### config.mk
export PLATFORM = sky130hd
export DESIGN_NAME = pac_phase_driver_flat
export DESIGN_NICKNAME = d
export VERILOG_FILES = /design/src/rtl/pac_pkg.sv /design/src/rtl/pac_phase_driver_if.sv /design/src/rtl/pac_phase_acc.sv /design/src/rtl/pac_phase_driver.sv /design/src/flat_wrapper.sv
export SDC_FILE = /design/constraint.sdc
export NUM_CORES = 1
export LEC_CHECK = 0
export BUFFER_PORTS_ARGS = -buffer_cell sky130_fd_sc_hd__buf_2
export CAP_MARGIN = 40
export CORE_MARGIN = 2
export CORE_UTILIZATION = 45
export DETAILED_ROUTE_END_ITERATION = 8
export GPL_ROUTABILITY_DRIVEN = 0
export HOLD_SLACK_MARGIN = 0.15
export PLACE_DENSITY = 0.7
export RECOVER_POWER = 50
export SLEW_MARGIN = 15
export SYNTH_ARGS = -nofsm -noshare
export SYNTH_HDL_FRONTEND = slang
export SYNTH_SLANG_ARGS = --single-unit
### constraint.sdc
create_clock -name clk -period 5.5 [get_ports clk]
set_input_delay 0.55 -clock clk [delete_from_list [all_inputs] [get_ports clk]]
set_output_delay 0.55 -clock clk [all_outputs]
set_load 0.02 [all_outputs]
### src/rtl/pac_pkg.sv
// -----------------------------------------------------------------------------
// pac_pkg
// Shared definitions for the CORDIC phase-amplitude converter front end:
// sequencer state encoding, ROM geometry, phase-word field positions and the
// dither LFSR seed/taps with its step function.
// No ports (package).
// -----------------------------------------------------------------------------
package pac_pkg;

  typedef enum logic [1:0] {
    ST_IDLE  = 2'd0,
    ST_LOAD  = 2'd1,
    ST_READY = 2'd2,
    ST_RUN   = 2'd3
  } pac_state_e;

  localparam int ROM_AW  = 6;
  localparam int ROM_DW  = 48;
  localparam int PHASE_W = 16;

  // MSB positions of quadrant, ROM read address and CORDIC residual fields
  localparam int QUA_MSB = 15;
  localparam int REA_MSB = 12;
  localparam int COR_MSB = 6;

  // Galois LFSR x^16+x^14+x^13+x^11+1, right-shifting form
  localparam logic [15:0] LFSR_SEED = 16'hACE1;
  localparam logic [15:0] LFSR_TAPS = 16'hB400;

  function automatic logic [15:0] lfsr_step(input logic [15:0] v);
    logic [15:0] shifted;
    shifted = {1'b0, v[15:1]};
    if (v[0]) begin
      lfsr_step = shifted ^ LFSR_TAPS;
    end else begin
      lfsr_step = shifted;
    end
  endfunction

endpackage

### src/rtl/pac_phase_driver_if.sv
// -----------------------------------------------------------------------------
// pac_phase_driver_if
// Bundles the frequency-control side (load channel, run control, ftw) and the
// converter side (ROM write port, phase word) of the phase driver.
//   master : the phase driver itself (consumes load/run inputs, drives ROM
//            write port, phase word and status)
//   slave  : the environment (frequency control + converter)
// Signals:
//   load_req, load_valid, load_data[47:0], load_ready  ROM load channel
//   run_en, ftw[ACC_W-1:0]                             accumulator control
//   cen, wen, index_wri[5:0], D[47:0]                  ROM write port (active-low)
//   index_qua[2:0], index_rea[5:0], index_cor[6:0]     phase word fields
//   wen_in                                             phase word valid strobe
//   loaded                                             ROM contents valid
// -----------------------------------------------------------------------------
interface pac_phase_driver_if #(
  parameter int ACC_W = 32
);
  import pac_pkg::*;

  logic                 load_req;
  logic                 load_valid;
  logic [ROM_DW-1:0]    load_data;
  logic                 load_ready;
  logic                 run_en;
  logic [ACC_W-1:0]     ftw;
  logic                 cen;
  logic                 wen;
  logic [ROM_AW-1:0]    index_wri;
  logic [ROM_DW-1:0]    D;
  logic [2:0]           index_qua;
  logic [5:0]           index_rea;
  logic [6:0]           index_cor;
  logic                 wen_in;
  logic                 loaded;

  modport master (
    input  load_req, load_valid, load_data, run_en, ftw,
    output load_ready, cen, wen, index_wri, D,
           index_qua, index_rea, index_cor, wen_in, loaded
  );

  modport slave (
    output load_req, load_valid, load_data, run_en, ftw,
    input  load_ready, cen, wen, index_wri, D,
           index_qua, index_rea, index_cor, wen_in, loaded
  );

endinterface

### src/rtl/pac_phase_acc.sv
// -----------------------------------------------------------------------------
// pac_phase_acc
// Phase accumulator with registered phase-word field split.
// Optional feature macro: PAC_PHASE_DITHER_EN (adds a 16-bit Galois LFSR value
// below the phase word before truncation; the accumulator is never modified).
// Ports:
//   clk, reset      clock, async active-low reset
//   step            add ftw this cycle and register the new phase word
//   clear           zero the accumulator (takes priority over step)
//   ftw             frequency tuning word
//   index_qua/rea/cor  registered phase word fields
// -----------------------------------------------------------------------------
module pac_phase_acc
  import pac_pkg::*;
#(
  parameter int ACC_W = 32
) (
  input  logic             clk,
  input  logic             reset,
  input  logic             step,
  input  logic             clear,
  input  logic [ACC_W-1:0] ftw,
  output logic [2:0]       index_qua,
  output logic [5:0]       index_rea,
  output logic [6:0]       index_cor
);

  logic [ACC_W-1:0]   acc_r;
  logic [ACC_W-1:0]   acc_nxt_s;
  logic [PHASE_W-1:0] phase_s;

`ifdef PAC_PHASE_DITHER_EN
  logic [15:0]        lfsr_r;
  logic [ACC_W-1:0]   dith_sum_s;

  // Next accumulator value and dithered phase word (carry ripples into phase)
  always_comb begin
    acc_nxt_s  = acc_r + ftw;
    dith_sum_s = acc_nxt_s + {{(ACC_W-16){1'b0}}, lfsr_r};
    phase_s    = dith_sum_s[ACC_W-1 -: PHASE_W];
  end

  // Dither LFSR advances once per issued phase word
  always_ff @(posedge clk or negedge reset) begin
    if (!reset) begin
      lfsr_r <= LFSR_SEED;
    end else if (step && !clear) begin
      lfsr_r <= lfsr_step(lfsr_r);
    end else begin
      lfsr_r <= lfsr_r;
    end
  end
`else
  // Next accumulator value and its truncated phase word
  always_comb begin
    acc_nxt_s = acc_r + ftw;
    phase_s   = acc_nxt_s[ACC_W-1 -: PHASE_W];
  end
`endif

  // Accumulator and phase-word registers; fields land with the new acc value
  always_ff @(posedge clk or negedge reset) begin
    if (!reset) begin
      acc_r     <= '0;
      index_qua <= 3'd0;
      index_rea <= 6'd0;
      index_cor <= 7'd0;
    end else if (clear) begin
      acc_r     <= '0;
    end else if (step) begin
      acc_r     <= acc_nxt_s;
      index_qua <= phase_s[QUA_MSB -: 3];
      index_rea <= phase_s[REA_MSB -: 6];
      index_cor <= phase_s[COR_MSB -: 7];
    end else begin
      acc_r     <= acc_r;
    end
  end

endmodule

### src/rtl/pac_phase_driver.sv
// -----------------------------------------------------------------------------
// pac_phase_driver
// Front-end sequencer for the CORDIC phase-amplitude converter: loads the
// 64x48 coefficient ROM through its write port, then runs the phase
// accumulator issuing one aligned phase word per cycle.
// Optional feature macro: PAC_PHASE_DITHER_EN (see pac_phase_acc).
// Ports:
//   clk    rising-edge clock
//   reset  asynchronous active-low reset
//   bus    pac_phase_driver_if.master (load channel, run control, ROM write
//          port, phase word, loaded status)
// -----------------------------------------------------------------------------
module pac_phase_driver
  import pac_pkg::*;
#(
  parameter int ACC_W     = 32,
  parameter int ROM_DEPTH = 64
) (
  input  logic                clk,
  input  logic                reset,
  pac_phase_driver_if.master  bus
);

  localparam logic [ROM_AW-1:0] LAST_IDX = ROM_AW'(ROM_DEPTH - 1);

  pac_state_e         state_r;
  logic [ROM_AW-1:0]  cnt_r;
  logic               cen_r;
  logic               wen_r;
  logic [ROM_AW-1:0]  index_wri_r;
  logic [ROM_DW-1:0]  d_r;
  logic               load_ready_r;
  logic               loaded_r;
  logic               wen_in_r;
  logic               step_s;
  logic               clear_s;

  // Accumulator control: load_req outside LOAD restarts from zero
  always_comb begin
    step_s  = 1'b0;
    clear_s = 1'b0;
    case (state_r)
      ST_IDLE, ST_READY: begin
        clear_s = bus.load_req;
      end
      ST_RUN: begin
        if (bus.load_req) begin
          clear_s = 1'b1;
        end else begin
          step_s = bus.run_en;
        end
      end
      default: begin
        step_s  = 1'b0;
        clear_s = 1'b0;
      end
    endcase
  end

  // Sequencer FSM with registered ROM write port, handshake and status
  always_ff @(posedge clk or negedge reset) begin
    if (!reset) begin
      state_r      <= ST_IDLE;
      cnt_r        <= 6'd0;
      cen_r        <= 1'b1;
      wen_r        <= 1'b1;
      index_wri_r  <= 6'd0;
      d_r          <= 48'd0;
      load_ready_r <= 1'b0;
      loaded_r     <= 1'b0;
      wen_in_r     <= 1'b0;
    end else begin
      case (state_r)
        ST_IDLE: begin
          if (bus.load_req) begin
            state_r      <= ST_LOAD;
            cnt_r        <= 6'd0;
            load_ready_r <= 1'b1;
            loaded_r     <= 1'b0;
            cen_r        <= 1'b1;
            wen_r        <= 1'b1;
          end else begin
            state_r      <= ST_IDLE;
          end
        end
        ST_LOAD: begin
          if (bus.load_valid && load_ready_r) begin
            cen_r       <= 1'b0;
            wen_r       <= 1'b0;
            index_wri_r <= cnt_r;
            d_r         <= bus.load_data;
            if (cnt_r == LAST_IDX) begin
              // last word: handshake closes on the same edge the counter wraps
              cnt_r        <= 6'd0;
              load_ready_r <= 1'b0;
              state_r      <= ST_READY;
            end else begin
              cnt_r        <= cnt_r + 6'd1;
            end
          end else begin
            cen_r <= 1'b1;
            wen_r <= 1'b1;
          end
        end
        ST_READY: begin
          wen_in_r <= 1'b0;
          if (bus.load_req) begin
            state_r      <= ST_LOAD;
            cnt_r        <= 6'd0;
            load_ready_r <= 1'b1;
            loaded_r     <= 1'b0;
            cen_r        <= 1'b1;
            wen_r        <= 1'b1;
          end else begin
            // first READY cycle still shows the final write strobe
            cen_r    <= 1'b0;
            wen_r    <= 1'b1;
            loaded_r <= 1'b1;
            if (bus.run_en) begin
              state_r <= ST_RUN;
            end else begin
              state_r <= ST_READY;
            end
          end
        end
        ST_RUN: begin
          if (bus.load_req) begin
            state_r      <= ST_LOAD;
            cnt_r        <= 6'd0;
            load_ready_r <= 1'b1;
            loaded_r     <= 1'b0;
            cen_r        <= 1'b1;
            wen_r        <= 1'b1;
            wen_in_r     <= 1'b0;
          end else if (!bus.run_en) begin
            state_r  <= ST_READY;
            wen_in_r <= 1'b0;
          end else begin
            wen_in_r <= 1'b1;
          end
        end
        default: begin
          state_r <= ST_IDLE;
        end
      endcase
    end
  end

  pac_phase_acc #(
    .ACC_W (ACC_W)
  ) u_acc (
    .clk       (clk),
    .reset     (reset),
    .step      (step_s),
    .clear     (clear_s),
    .ftw       (bus.ftw),
    .index_qua (bus.index_qua),
    .index_rea (bus.index_rea),
    .index_cor (bus.index_cor)
  );

  assign bus.cen        = cen_r;
  assign bus.wen        = wen_r;
  assign bus.index_wri  = index_wri_r;
  assign bus.D          = d_r;
  assign bus.load_ready = load_ready_r;
  assign bus.loaded     = loaded_r;
  assign bus.wen_in     = wen_in_r;

endmodule
### src/flat_wrapper.sv
// flat-port wrapper written by rule: the top's interface ports become plain ports
module pac_phase_driver_flat import pac_pkg::*;
#(
  parameter int ACC_W     = 32,
  parameter int ROM_DEPTH = 64
)
  (clk, reset, bus_load_req, bus_load_valid, bus_load_data, bus_run_en, bus_ftw, bus_load_ready, bus_cen, bus_wen, bus_index_wri, bus_D, bus_index_qua, bus_index_rea, bus_index_cor, bus_wen_in, bus_loaded);
  pac_phase_driver_if #(.ACC_W(ACC_W)) bus_i ();
  input  logic clk;
  input  logic reset;
  input wire logic [$bits(bus_i.load_req)-1:0] bus_load_req;
  input wire logic [$bits(bus_i.load_valid)-1:0] bus_load_valid;
  input wire logic [$bits(bus_i.load_data)-1:0] bus_load_data;
  input wire logic [$bits(bus_i.run_en)-1:0] bus_run_en;
  input wire logic [$bits(bus_i.ftw)-1:0] bus_ftw;
  output wire logic [$bits(bus_i.load_ready)-1:0] bus_load_ready;
  output wire logic [$bits(bus_i.cen)-1:0] bus_cen;
  output wire logic [$bits(bus_i.wen)-1:0] bus_wen;
  output wire logic [$bits(bus_i.index_wri)-1:0] bus_index_wri;
  output wire logic [$bits(bus_i.D)-1:0] bus_D;
  output wire logic [$bits(bus_i.index_qua)-1:0] bus_index_qua;
  output wire logic [$bits(bus_i.index_rea)-1:0] bus_index_rea;
  output wire logic [$bits(bus_i.index_cor)-1:0] bus_index_cor;
  output wire logic [$bits(bus_i.wen_in)-1:0] bus_wen_in;
  output wire logic [$bits(bus_i.loaded)-1:0] bus_loaded;
  assign bus_i.load_req = bus_load_req;
  assign bus_i.load_valid = bus_load_valid;
  assign bus_i.load_data = bus_load_data;
  assign bus_i.run_en = bus_run_en;
  assign bus_i.ftw = bus_ftw;
  assign bus_load_ready = bus_i.load_ready;
  assign bus_cen = bus_i.cen;
  assign bus_wen = bus_i.wen;
  assign bus_index_wri = bus_i.index_wri;
  assign bus_D = bus_i.D;
  assign bus_index_qua = bus_i.index_qua;
  assign bus_index_rea = bus_i.index_rea;
  assign bus_index_cor = bus_i.index_cor;
  assign bus_wen_in = bus_i.wen_in;
  assign bus_loaded = bus_i.loaded;
  pac_phase_driver #(.ACC_W(ACC_W), .ROM_DEPTH(ROM_DEPTH)) u_core (.clk(clk), .reset(reset), .bus(bus_i));
endmodule
==> impl_results.rst, run 1 <==
.. list-table::
   :header-rows: 1

   * - Metric
     - Value
   * - Outcome
     - complete, but fails checks
   * - Failing checks
     - max-capacitance violations, max-slew violations
   * - Proportion of synthesized chip area in sequential cells
     - 45.6%
   * - Share of cells above drive strength 1
     - 16.8%
   * - Total standard cell area after synthesis
     - 6320 µm²
   * - Detailed-route vias per instance
     - 5.10
   * - Clock transition at the registers of the reported paths
     - 0.06 ns
   * - Post-synth top cells
     - sky130_fd_sc_hd__nand2_1 (240), sky130_fd_sc_hd__dfrtp_1 (113), sky130_fd_sc_hd__a21oi_1 (40), sky130_fd_sc_hd__o21ai_0 (39), sky130_fd_sc_hd__ha_1 (36)
   * - Highest attainable clock frequency
     - 315 MHz
   * - Minimum clock period
     - 3.17 ns
   * - Cell type with the highest aggregate area in the netlist
     - sky130_fd_sc_hd__dfrtp_1
   * - Clock Path Buffers
     - 2
   * - Required time worst endpoint
     - 5.84 ns
   * - Post-synthesis async set-or-reset flop share
     - 100%
   * - H-tree depth reported by CTS
     - 4
   * - Startpoint of the worst hold path
     - bus_load_data[12]
   * - Top-area cell type share of the netlist area
     - 44.7%
   * - Number of max-cap violations
     - 1
   * - Overall die area
     - 15,000 µm²
   * - Clock latency reported for the late side of the worst-skew pair
     - 0.42 ns
   * - Startpoint of the most critical register-to-register path
     - u_core.u_acc.acc_r[0]$_DFFE_PN0P_
   * - Biggest area contributors in the synthesized netlist
     - sky130_fd_sc_hd__dfrtp_1 (45%), sky130_fd_sc_hd__nand2_1 (14%), sky130_fd_sc_hd__ha_1 (7.1%)
   * - CP max-delay cell
     - sky130_fd_sc_hd__clkbuf_1
   * - Die X
     - 123 µm
   * - Setup slack of the most critical reg-to-reg path
     - 2.62 ns
   * - Length in cells of the worst reg-to-reg path
     - 10
   * - Post-synthesis sequential element count
     - 115
   * - Area taken by flip-flops and latches
     - 2880 µm²
   * - TritonCTS clock tree
     - yes
   * - Leakage power summed over all cells
     - 3.98 nW
   * - Number of antenna violations at the first check in global routing
     - 2
   * - Most used flip-flop cell after synthesis
     - sky130_fd_sc_hd__dfrtp_1
   * - Path class of the lowest-slack min-delay path
     - input pin to flop
   * - Half-perimeter wire length after detailed placement
     - 10.6 mm
   * - Critical path startpoint category
     - input pin
   * - Count of standard-cell rows
     - 43
   * - Count of filler cells inserted in the layout
     - 1,340
   * - Capture instance of the worst register-to-register path
     - u_core.u_acc.acc_r[28]$_DFFE_PN0P_
   * - Crit path cell chain
     - dlygate4sd3_1 > clkbuf_1 > clkbuf_2
   * - Transition time of the tightest slew-check pin
     - 1.73 ns
   * - Power density over the cells
     - 493 nW/µm²
   * - Cts-stage hold buffer count
     - 1
   * - Starting utilization of the core area
     - 45.7%
   * - Number of global-route vias before repair
     - 5,110
   * - Final routed wirelength across all metal layers
     - 14.7 mm
   * - Slew Limit Headroom
     - -15.5%
   * - Overall Power
     - 3.80 mW
   * - Final Non-Filler Cells
     - 1,054
   * - Clock Root Buffer
     - sky130_fd_sc_hd__clkbuf_16
   * - Cts bufs inserted
     - 17
   * - Worst-case hold path end point
     - u_core.bus.D[12]$_DFFE_PN0P_
   * - Global-route wire length before repair
     - 24.6 mm
   * - Category of the most critical setup path
     - input pin to asynchronous set/reset pin
   * - Final count of hold timing violations
     - 0
   * - Fin crit share
     - 57.7%
   * - Average footprint of a synthesized cell
     - 8.84 µm²
   * - Number of buffers inserted by port buffering
     - 159
   * - GRT Util Overall
     - 20.9%
   * - CP Capture Type
     - asynchronous set/reset pin
   * - Cell with the most instances after synthesis
     - sky130_fd_sc_hd__nand2_1
   * - Netlist cell types
     - 65
   * - Die boundary height
     - 123 µm
   * - Number of cells upsized or downsized after cts
     - 0
   * - Post-CTS setup repair buffer count
     - 0
   * - Number of ports placed on the die boundary
     - 160
   * - Placed Area
     - 7210 µm²
   * - Area delta synth->final
     - 22.0%
   * - Worst path arrival time
     - 3.51 ns
   * - Number of warnings reported in the yosys synthesis log
     - 0
   * - First-pass DRT Iterations
     - 4
   * - Summed negative setup slack over all endpoints
     - 0 ns
   * - Clk sink count
     - 115
   * - Pin count of the biggest net entering global routing
     - 64
   * - Remaining antenna violation count after routing
     - 0
   * - Count of final setup violators
     - 0
   * - CP peak stage delay
     - 1.25 ns
   * - Hold Slack
     - 0.314 ns
   * - Unrepaired setup endpoints after global routing
     - false
   * - Gr ovfl total
     - 0
   * - Net Count, Synth
     - 837
   * - Worst ir drop on vdd
     - 0.000260 V
   * - Average wire per standard cell
     - 13.9 µm
   * - Syn Inst Count
     - 715
   * - Final Slew Violations
     - 31
   * - Area used by multi-input combinational logic
     - 3200 µm²
   * - Layout Nets
     - 984
   * - Placeable core region
     - 13,800 µm²
   * - Max Fanout on Critical Path
     - 51
   * - Antenna diodes
     - 0
   * - Finished Cell Area
     - 7710 µm²
   * - Total number of vias
     - 5,373
   * - Worst hold path stage count
     - 3
   * - Number of flops mapped to enable cells by yosys
     - 0
   * - Number of DRC markers in iteration 0
     - 291
   * - Post-Place Cells
     - 1,022
   * - Post-detailed-route DRC marker count
     - 0
   * - Worst setup skew after layout
     - 0.00644 ns
==> worst max-delay path by stage <==
| stage | slack [ns] | endpoint | startpoint |
|---|---|---|---|
| final | 2.33 | u_core.bus.D[6]$_DFFE_PN0P_ | reset |
| after global routing | 1.75 | u_core.cnt_r[4]$_DFFE_PN0P_ | reset |
| after CTS | 2.61 | u_core.u_acc.acc_r[28]$_DFFE_PN0P_ | u_core.u_acc.acc_r[0]$_DFFE_PN0P_ |
| after detailed placement | 2.34 | u_core.u_acc.acc_r[28]$_DFFE_PN0P_ | bus_ftw[0] |
| after global placement | 2.37 | u_core.u_acc.acc_r[28]$_DFFE_PN0P_ | bus_ftw[0] |
| after floorplan | 2.72 | u_core.u_acc.index_rea[3]$_DFFE_PN0P_ | bus_ftw[0] |
==> area by class of cell <==
class	count	share of cell area [%]
flip-flops and latches	115	37.3
multi-input cells	553	41.4
repair buffers	167	10.2
inverters	8	0.389
well taps	180	2.92
clock inverters	11	1.67
clock buffers	20	6.05
==> flip-flops by register name, indices dropped and copies added, names as in the netlist, 2 cells and up <==
signal and cells:
u_core.u_acc.index_cor 7, u_core.bus.D 48, u_core.state_r 2, u_core.u_acc.index_qua 3, u_core.u_acc.acc_r 32, u_core.u_acc.index_rea 6
u_core.bus.index_wri 6, u_core.cnt_r 6
==> cell usage in the layout, fill, tap and decap left out, drive strengths merged, types with 5 or more instances in the layout <==
| cell | n |
|---|---|
| o21bai | 5 |
| nor2 | 20 |
| a211oi | 6 |
| and2 | 5 |
| mux2i | 5 |
| nand3 | 29 |
| xnor2 | 6 |
| dfrtp | 113 |
| o21ai | 50 |
| a21oi | 43 |
| nand2 | 240 |
| o21a | 6 |
| buf | 89 |
| xor2 | 16 |
| inv | 9 |
| a31oi | 9 |
| ha | 36 |
| nand4 | 8 |
| clkinv | 6 |
| or3 | 5 |
| a21o | 17 |
| clkbuf | 97 |
==> report_power, final <==
group          switching, mW  internal (mW)  total, mW
clock network          0.402          0.701       1.10
logic                  0.939          0.455       1.39
registers              0.168           1.14       1.31
total                   1.51           2.29       3.80
==> critical path: cells and delay by family <==
kind,cells,cell delay [ns]
buffers and inverters,3,2.91
==> metrics by stage <==
stage                     util [%]  setup WS (ns)
after floorplan                  -           2.72
after global placement        51.9           2.37
after detailed placement      52.1           2.34
after CTS                     56.5           2.61
after global routing          55.8           1.75
final                         55.8           2.33
==> per-layer routing <==
layer  share of wire, %  global-route usage, %  vias up  routed length [µm]
met5               0.14                      0        -                  21
li1                   -                      -     2741                   -
met1                 47                   28.7     2469                6850
met4                1.3                   6.47        4                 193
met3                6.7                   7.34       22                 991
met2                 45                   31.0      137                6630
==> cell families (layout without fill, tap and decap cells) <==
kind of cell    count (synthesis)  in the layout  share of synthesized area [%]
flops                         115            115                           45.6
fa+ha+maj                      37             37                           7.44
buf+inv                        47            206                           3.96
xor+xnor                       23             23                           3.40
mux                             8              8                           1.33
compound gates                159            159                           16.6
simple gates                  326            326                           21.7
Note: power is estimated with default switching activity, not from simulation.
==> inputs of run 2 (changes only) <==
==> constraint.sdc (replaced) <==
create_clock -name clk -period 3 [get_ports clk]
set_input_delay 0.3 -clock clk [delete_from_list [all_inputs] [get_ports clk]]
set_output_delay 0.3 -clock clk [all_outputs]
set_load 0.02 [all_outputs]
==> impl_results.rst, run 2 (same netlist as run 1, synthesis figures left out) <==
.. list-table::
   :header-rows: 1

   * - Metric
     - Value
   * - Outcome
     - finished, final reports clean
   * - Half-perimeter wire length after detailed placement
     - 10.7 mm (+1.7%)
   * - CP max-delay cell
     - sky130_fd_sc_hd__fa_1
   * - Max Fanout on Critical Path
     - 3 (-94%)
   * - Global-route wire length before repair
     - 26.1 mm (+5.9%)
   * - Power density over the cells
     - 859 nW/µm² (+74%)
   * - Detailed-route vias per instance
     - 5.11 (+0.21%)
   * - Overall Power
     - 7.10 mW (+87%)
   * - Summed negative setup slack over all endpoints
     - 0 ns (unchanged)
   * - Path class of the lowest-slack min-delay path
     - input pin to flop
   * - Minimum clock period
     - 2.81 ns
   * - Number of buffers inserted by port buffering
     - 159 (unchanged)
   * - Number of flip-flops under the largest register name
     - 48 (unchanged)
   * - CP Capture Type
     - flop
   * - Final Slew Violations
     - 0 (-100%)
   * - Crit path cell chain
     - ha_1 > fa_1 > a211oi_2 > o21bai_2 > o221a_2 > o21ai_2 > a21oi_1 > a221oi_2 > mux2i_1 > a21oi_1
   * - Global Route met3 Usage
     - 6.18% (-1.2 points)
   * - Placeable core region
     - 13,800 µm² (unchanged)
   * - Number of DRC markers in iteration 0
     - 258 (-11%)
   * - Die X
     - 123 µm (unchanged)
   * - Worst path arrival time
     - 3.10 ns (-0.41 ns)
   * - Area delta synth->final
     - 30.8%
   * - Number of antenna violations at the first check in global routing
     - 1 (-1)
   * - Gr ovfl total
     - 0 (unchanged)
   * - Crit path setup slack, layout
     - 0.192 ns (-2.14 ns)
   * - Count of final setup violators
     - 0 (unchanged)
   * - Capture instance of the worst register-to-register path
     - u_core.u_acc.acc_r[28]$_DFFE_PN0P_
   * - Cell family contributing the most delay on the critical path
     - compound AO/OA/AOI/OAI gates
   * - GRT Util Overall
     - 22.2% (+1.3 points)
   * - Clock latency reported for the late side of the worst-skew pair
     - 0.42 ns (about the same)
   * - Die boundary height
     - 123 µm (unchanged)
   * - Overall die area
     - 15,000 µm² (unchanged)
   * - Leakage power summed over all cells
     - 4.32 nW (+8.6%)
   * - Clock transition at the registers of the reported paths
     - 0.06 ns (about the same)
   * - Worst ir drop on vdd
     - 0.000511 V (+96%)
   * - Global-route track usage on met2
     - 35.3% (+4.3 points)
   * - Setup Slack @ Placement
     - 0.108 ns (-2.23 ns)
   * - Length in cells of the worst reg-to-reg path
     - 10 (unchanged)
   * - Antenna diodes
     - 0 (unchanged)
   * - Startpoint of the most critical register-to-register path
     - u_core.u_acc.acc_r[0]$_DFFE_PN0P_
   * - Number of global-route vias before repair
     - 5,377 (+5.2%)
   * - Slew Limit Headroom
     - 26.0% (+42 points)
   * - Fin crit share
     - 93.6%
   * - Category of the most critical setup path
     - flop to flop
   * - Startpoint of the worst hold path
     - bus_load_req
   * - Hold Slack
     - 0.186 ns (-0.128 ns)
   * - Worst hold path stage count
     - 2 (-1)
   * - Average wire per standard cell
     - 14.3 µm (+2.7%)
   * - Total number of vias
     - 5,655 (+5.2%)
   * - Highest-count cells in the layout ignoring fill and taps
     - sky130_fd_sc_hd__nand2_1 (240), sky130_fd_sc_hd__buf_2 (121), sky130_fd_sc_hd__dfrtp_1 (113), sky130_fd_sc_hd__dlygate4sd3_1 (49), sky130_fd_sc_hd__a21oi_1 (40)
   * - Most frequent standard cell in the layout excluding fill and tap cells
     - sky130_fd_sc_hd__nand2_1
   * - Final routed wirelength across all metal layers
     - 15.8 mm (+7.8%)
   * - Starting utilization of the core area
     - 45.7% (unchanged)
   * - Transition time of the tightest slew-check pin
     - 1.11 ns (-0.623 ns)
   * - Buffers & Inverters on Critical Path
     - 0 (-3)
   * - Count of standard-cell rows
     - 43 (unchanged)
   * - Number of ports placed on the die boundary
     - 160 (unchanged)
   * - Number of max-cap violations
     - 0 (-1)
   * - Worst setup skew after layout
     - 0.0102 ns (+0.00379 ns)
   * - Most used cell along the critical path
     - sky130_fd_sc_hd__a21oi_1
   * - Clk sink count
     - 115 (unchanged)
   * - First-pass DRT Iterations
     - 4 (unchanged)
   * - Pin count of the biggest net entering global routing
     - 64 (unchanged)
   * - Layout Nets
     - 1,036 (+5.3%)
   * - Post-detailed-route DRC marker count
     - 0 (unchanged)
   * - CP peak stage delay
     - 0.44 ns (-0.81 ns)
   * - Clock Path Buffers
     - 2 (unchanged)
   * - Required time worst endpoint
     - 3.29 ns (-2.55 ns)
   * - Grt met1 use
     - 29.4% (+0.64 points)
   * - Setup slack of the most critical reg-to-reg path
     - 0.19 ns (-2.43 ns)
   * - Most used routing layer
     - met2
   * - Clock Root Buffer
     - sky130_fd_sc_hd__clkbuf_16
   * - Critical path startpoint category
     - flop
   * - Highest attainable clock frequency
     - 356 MHz
   * - Unrepaired setup endpoints after global routing
     - false
   * - Remaining antenna violation count after routing
     - 0 (unchanged)
   * - Final count of hold timing violations
     - 0 (unchanged)
   * - Worst-case hold path end point
     - u_core.bus.loaded$_DFFE_PN0P_
   * - Cts bufs inserted
     - 17 (unchanged)
   * - Share of cells above drive strength 1
     - 20.8% (+4.0 points)
   * - H-tree depth reported by CTS
     - 4 (unchanged)
   * - TritonCTS clock tree
     - yes
run 2: how the worst max path moves through the flow:
stage          cells after the start                                    end                               from  slack (ns)
4_1_cts                           10     u_core.u_acc.acc_r[28]$_DFFE_PN0P_  u_core.u_acc.acc_r[0]$_DFFE_PN0P_        0.12
3_3_place_gp                      11     u_core.u_acc.acc_r[28]$_DFFE_PN0P_                         bus_ftw[0]        0.16
6_report                          10     u_core.u_acc.acc_r[28]$_DFFE_PN0P_  u_core.u_acc.acc_r[0]$_DFFE_PN0P_        0.19
2_1_floorplan                     10  u_core.u_acc.index_rea[3]$_DFFE_PN0P_  u_core.u_acc.acc_r[0]$_DFFE_PN0P_        0.42
5_1_grt                           10     u_core.u_acc.acc_r[28]$_DFFE_PN0P_  u_core.u_acc.acc_r[0]$_DFFE_PN0P_        0.05
3_5_place_dp                      11     u_core.u_acc.acc_r[28]$_DFFE_PN0P_                         bus_ftw[0]        0.11
run 2: layout make-up:
type / instances / area, µm²
Sequential cell: 115 / 2880
Clock inverter: 15 / 163
Inverter: 8 / 30.0
Timing Repair Buffer: 219 / 1340
Tap cell: 180 / 225
Multi-Input combinational cell: 553 / 3200
Clock buffer: 17 / 425
Fill cell: 1197 / 5560
run 2: metal layers:
layer / vias to the layer above / routed length, µm
met5: - / 13
met4: 2 / 141
met3: 14 / 908
met2: 154 / 7560
met1: 2631 / 7220
li1: 2854 / -
run 2: per-stage QoR:
step | cells | instance area [µm²] | utilization [%]
3_5_place_dp | 1026 | 7240 | 52.4
4_1_cts | 1107 | 8320 | 60.2
3_3_place_gp | 1026 | 7240 | 52.4
6_report | 1107 | 8270 | 59.8
5_1_grt | 1107 | 8270 | 59.8
2_1_floorplan | 715 | 6320 | -
run 2: power breakdown:
group	internal (mW)	switching [mW]	total, mW	leakage, nW
logic	0.946	1.75	2.70	2.54
clock network	1.18	0.827	2.01	0.285
registers	2.08	0.312	2.40	1.49
run 2: repair_timing:
item	in CTS	in global routing
hold buffers	49	0
resized for setup	0	1
setup endpoints to repair	0	1
buffers inserted	0	0
endpoints found under the hold margin	124	0
==> inputs of run 3 (changes only) <==
--- a/config.mk
+++ b/config.mk
@@ -7,12 +7,13 @@
 export LEC_CHECK = 0
 export BUFFER_PORTS_ARGS = -buffer_cell sky130_fd_sc_hd__buf_2
 export CAP_MARGIN = 40
+export CORE_ASPECT_RATIO = 1.5
 export CORE_MARGIN = 2
 export CORE_UTILIZATION = 45
 export DETAILED_ROUTE_END_ITERATION = 8
 export GPL_ROUTABILITY_DRIVEN = 0
 export HOLD_SLACK_MARGIN = 0.15
-export PLACE_DENSITY = 0.7
+export PLACE_DENSITY = 0.69
 export RECOVER_POWER = 50
 export SLEW_MARGIN = 15
 export SYNTH_ARGS = -nofsm -noshare
==> impl_results.rst, run 3 (same netlist as run 1, synthesis figures left out) <==
.. list-table::
   :header-rows: 1

   * - Metric
     - Value
   * - Top routing layer in use
     - met4
   * - Worst setup skew after layout
     - 0.00833 ns (-0.00190 ns)
   * - Clock Root Buffer
     - sky130_fd_sc_hd__clkbuf_16
   * - CP max-delay cell
     - sky130_fd_sc_hd__fa_1
   * - First-pass DRT Iterations
     - 5 (+1)
   * - Count of standard-cell rows
     - 53 (+23%)
   * - Leakage power summed over all cells
     - 4.31 nW (-0.18%)
   * - Fin crit share
     - 93.6% (about the same)
   * - Starting utilization of the core area
     - 45.6% (-0.11 points)
   * - Number of antenna violations at the first check in global routing
     - 0 (-1)
   * - Post-detailed-route DRC marker count
     - 0 (unchanged)
   * - Max Fanout on Critical Path
     - 3 (unchanged)
   * - Critical path startpoint category
     - flop
   * - Combinational power share
     - 37.9% (about the same)
   * - Most frequent standard cell in the layout excluding fill and tap cells
     - sky130_fd_sc_hd__nand2_1
   * - Placeable core region
     - 13,900 µm² (+0.24%)
   * - Gr ovfl total
     - 0 (unchanged)
   * - Core occupancy in the finished layout
     - 59.6% (-0.22 points)
   * - Minimum clock period
     - 2.81 ns (+0.00188 ns)
   * - Global-route wire length before repair
     - 26.4 mm (+1.4%)
   * - Average wire per standard cell
     - 14.7 µm (+2.8%)
   * - CP peak stage delay
     - 0.41 ns (-0.03 ns)
   * - Area delta synth->final
     - 30.6%
   * - Half-perimeter wire length after detailed placement
     - 11.0 mm (+2.0%)
   * - Routed length on met1
     - 6.70 mm (-7.3%)
   * - Share of cells above drive strength 1
     - 20.1% (-0.69 points)
   * - Clock transition at the registers of the reported paths
     - 0.06 ns (about the same)
   * - Summed negative setup slack over all endpoints
     - 0 ns (unchanged)
   * - Worst ir drop on vdd
     - 0.000503 V (-1.5%)
   * - Layout Nets
     - 1,038 (+0.19%)
   * - Outcome
     - complete, but fails checks
   * - CP Capture Type
     - flop
   * - Clk network pwr share
     - 28.4% (+0.2 points)
   * - Area taken by flip-flops and latches
     - 2880 µm² (unchanged)
   * - Most used cell along the critical path
     - sky130_fd_sc_hd__a21oi_1
   * - Buffers & Inverters on Critical Path
     - 0 (unchanged)
   * - Number of buffers inserted by port buffering
     - 159 (unchanged)
   * - Cell family contributing the most delay on the critical path
     - compound AO/OA/AOI/OAI gates
   * - Number of max-cap violations
     - 1 (+1)
   * - GRT Util Overall
     - 22.0% (-0.23 points)
   * - Met3 wirelength from detailed routing
     - 830 µm (-8.6%)
   * - Number of global-route vias before repair
     - 5,494 (+2.2%)
   * - Met2 Routed Length
     - 8.37 mm (+11%)
   * - Remaining antenna violation count after routing
     - 0 (unchanged)
   * - Post-CTS setup repair buffer count
     - 0 (unchanged)
   * - Unrepaired setup endpoints after global routing
     - false
   * - Category of the most critical setup path
     - flop to flop
   * - Number of ports placed on the die boundary
     - 160 (unchanged)
   * - Crit path cell chain
     - ha_1 > fa_1 > a211oi_2 > o21bai_2 > o221a_2 > o21ai_1 > a21oi_1 > a221oi_2 > mux2i_1 > a21oi_1
   * - Detailed-route vias per instance
     - 5.22 (+2.2%)
   * - TritonCTS clock tree
     - yes
   * - Slew Limit Headroom
     - -40.8% (-67 points)
   * - Final routed wirelength across all metal layers
     - 16.1 mm (+1.5%)
   * - Final count of hold timing violations
     - 0 (unchanged)
   * - Number of flip-flops under the largest register name
     - 48 (unchanged)
   * - Net switching share of the total power
     - 41.6% (+0.84 points)
   * - Total number of vias
     - 5,714 (+1.0%)
   * - Antenna diodes
     - 0 (unchanged)
   * - Path class of the lowest-slack min-delay path
     - input pin to flop
   * - Final Slew Violations
     - 36 (+36)
   * - Cell internal power dissipation
     - 4.15 mW (-1.5%)
   * - Die boundary height
     - 149 µm (+22%)
   * - Area used by multi-input combinational logic
     - 3200 µm² (-0.12%)
   * - Clk sink count
     - 115 (unchanged)
   * - Seq pwr share
     - 33.7% (about the same)
   * - Highest-count cells in the layout ignoring fill and taps
     - sky130_fd_sc_hd__nand2_1 (240), sky130_fd_sc_hd__buf_2 (114), sky130_fd_sc_hd__dfrtp_1 (113), sky130_fd_sc_hd__dlygate4sd3_1 (49), sky130_fd_sc_hd__clkbuf_1 (45)
   * - Clock Path Buffers
     - 2 (unchanged)
   * - Highest attainable clock frequency
     - 356 MHz (about the same)
   * - H-tree depth reported by CTS
     - 4 (unchanged)
   * - Pin count of the biggest net entering global routing
     - 54 (-16%)
   * - Die X
     - 101 µm (-18%)
   * - Failing checks
     - max-capacitance violations, max-slew violations
   * - Clock latency reported for the late side of the worst-skew pair
     - 0.42 ns (about the same)
   * - Count of filler cells inserted in the layout
     - 1,188 (-0.75%)
   * - Total net switching power
     - 2.95 mW (+2.0%)
   * - Worst path arrival time
     - 3.10 ns (about the same)
   * - Required time worst endpoint
     - 3.30 ns (about the same)
   * - Count of final setup violators
     - 0 (unchanged)
   * - Cts bufs inserted
     - 17 (unchanged)
   * - Transition time of the tightest slew-check pin
     - 2.11 ns (+1.00 ns)
   * - Number of DRC markers in iteration 0
     - 269 (+4.3%)
   * - Power density over the cells
     - 859 nW/µm² (about the same)
   * - Overall die area
     - 15,000 µm² (+0.13%)
==> run 3: power groups by stage <==
stage	clock [mW]	combinational [mW]	sequential (mW)
6_report	2.02	2.69	2.39
5_1_grt	2.13	3.01	2.46
4_1_cts	2.07	2.77	2.38
3_5_place_dp	0	2.72	2.39
3_3_place_gp	0	2.68	2.39
2_1_floorplan	0	1.36	2.90
==> run 3: what timing repair did <==
action	in CTS	in global routing
endpoints found under the hold margin	82	0
resized for setup	0	0
hold buffers	49	0
==> run 3: path summary, 6_finish.rpt <==
path / to / cells after the start / from / slack (ns)
max: u_core.u_acc.acc_r[28]$_DFFE_PN0P_ / 10 / u_core.u_acc.acc_r[0]$_DFFE_PN0P_ / 0.19
max reg2reg: u_core.u_acc.acc_r[28]$_DFFE_PN0P_ / 10 / u_core.u_acc.acc_r[0]$_DFFE_PN0P_ / 0.19
min in group asynchronous: u_core.u_acc.acc_r[10]$_DFFE_PN0P_ / 2 / reset / 1.04
min reg2reg: u_core.bus.D[22]$_DFFE_PN0P_ / 2 / u_core.bus.D[22]$_DFFE_PN0P_ / 0.47
min: u_core.u_acc.acc_r[0]$_DFFE_PN0P_ / 4 / bus_ftw[0] / 0.20
max in group asynchronous: u_core.bus.cen$_DFFE_PN1P_ / 3 / reset / 0.59
==> run 3: worst min-delay path: stages <==
cell and delay, ns:
sky130_fd_sc_hd__buf_2 0.08, sky130_fd_sc_hd__ha_1 0.12, sky130_fd_sc_hd__nand2_1 0.04, sky130_fd_sc_hd__nand2_1 0.05
==> run 3: stage by stage <==
step	total power [mW]	setup WS, ns	hold WS (ns)	area (µm²)	instances
6_report	7.10	0.191	0.203	8260	1094
3_5_place_dp	5.11	0.113	0.303	7220	1013
2_1_floorplan	4.27	0.421	0.00441	6320	715
3_3_place_gp	5.07	0.160	0.303	7220	1013
5_1_grt	7.60	0.102	0.230	8260	1094
4_1_cts	7.22	0.147	0.192	8320	1094
==> run 3: layout make-up <==
cell class,count,area share [%]
multi-input cells,553,38.7
flip-flops and latches,115,34.9
repair buffers,221,16.2
clock buffers,17,5.15
well taps,165,2.50
clock inverters,15,2.15
inverters,8,0.364
==> run 3: layer usage <==
layer | vias to the layer above | global-route usage, %
li1 | 2844 | -
met1 | 2701 | 26.5
met2 | 154 | 38.5
met3 | 15 | 5.44
met4 | 0 | 6.10
met5 | - | 0
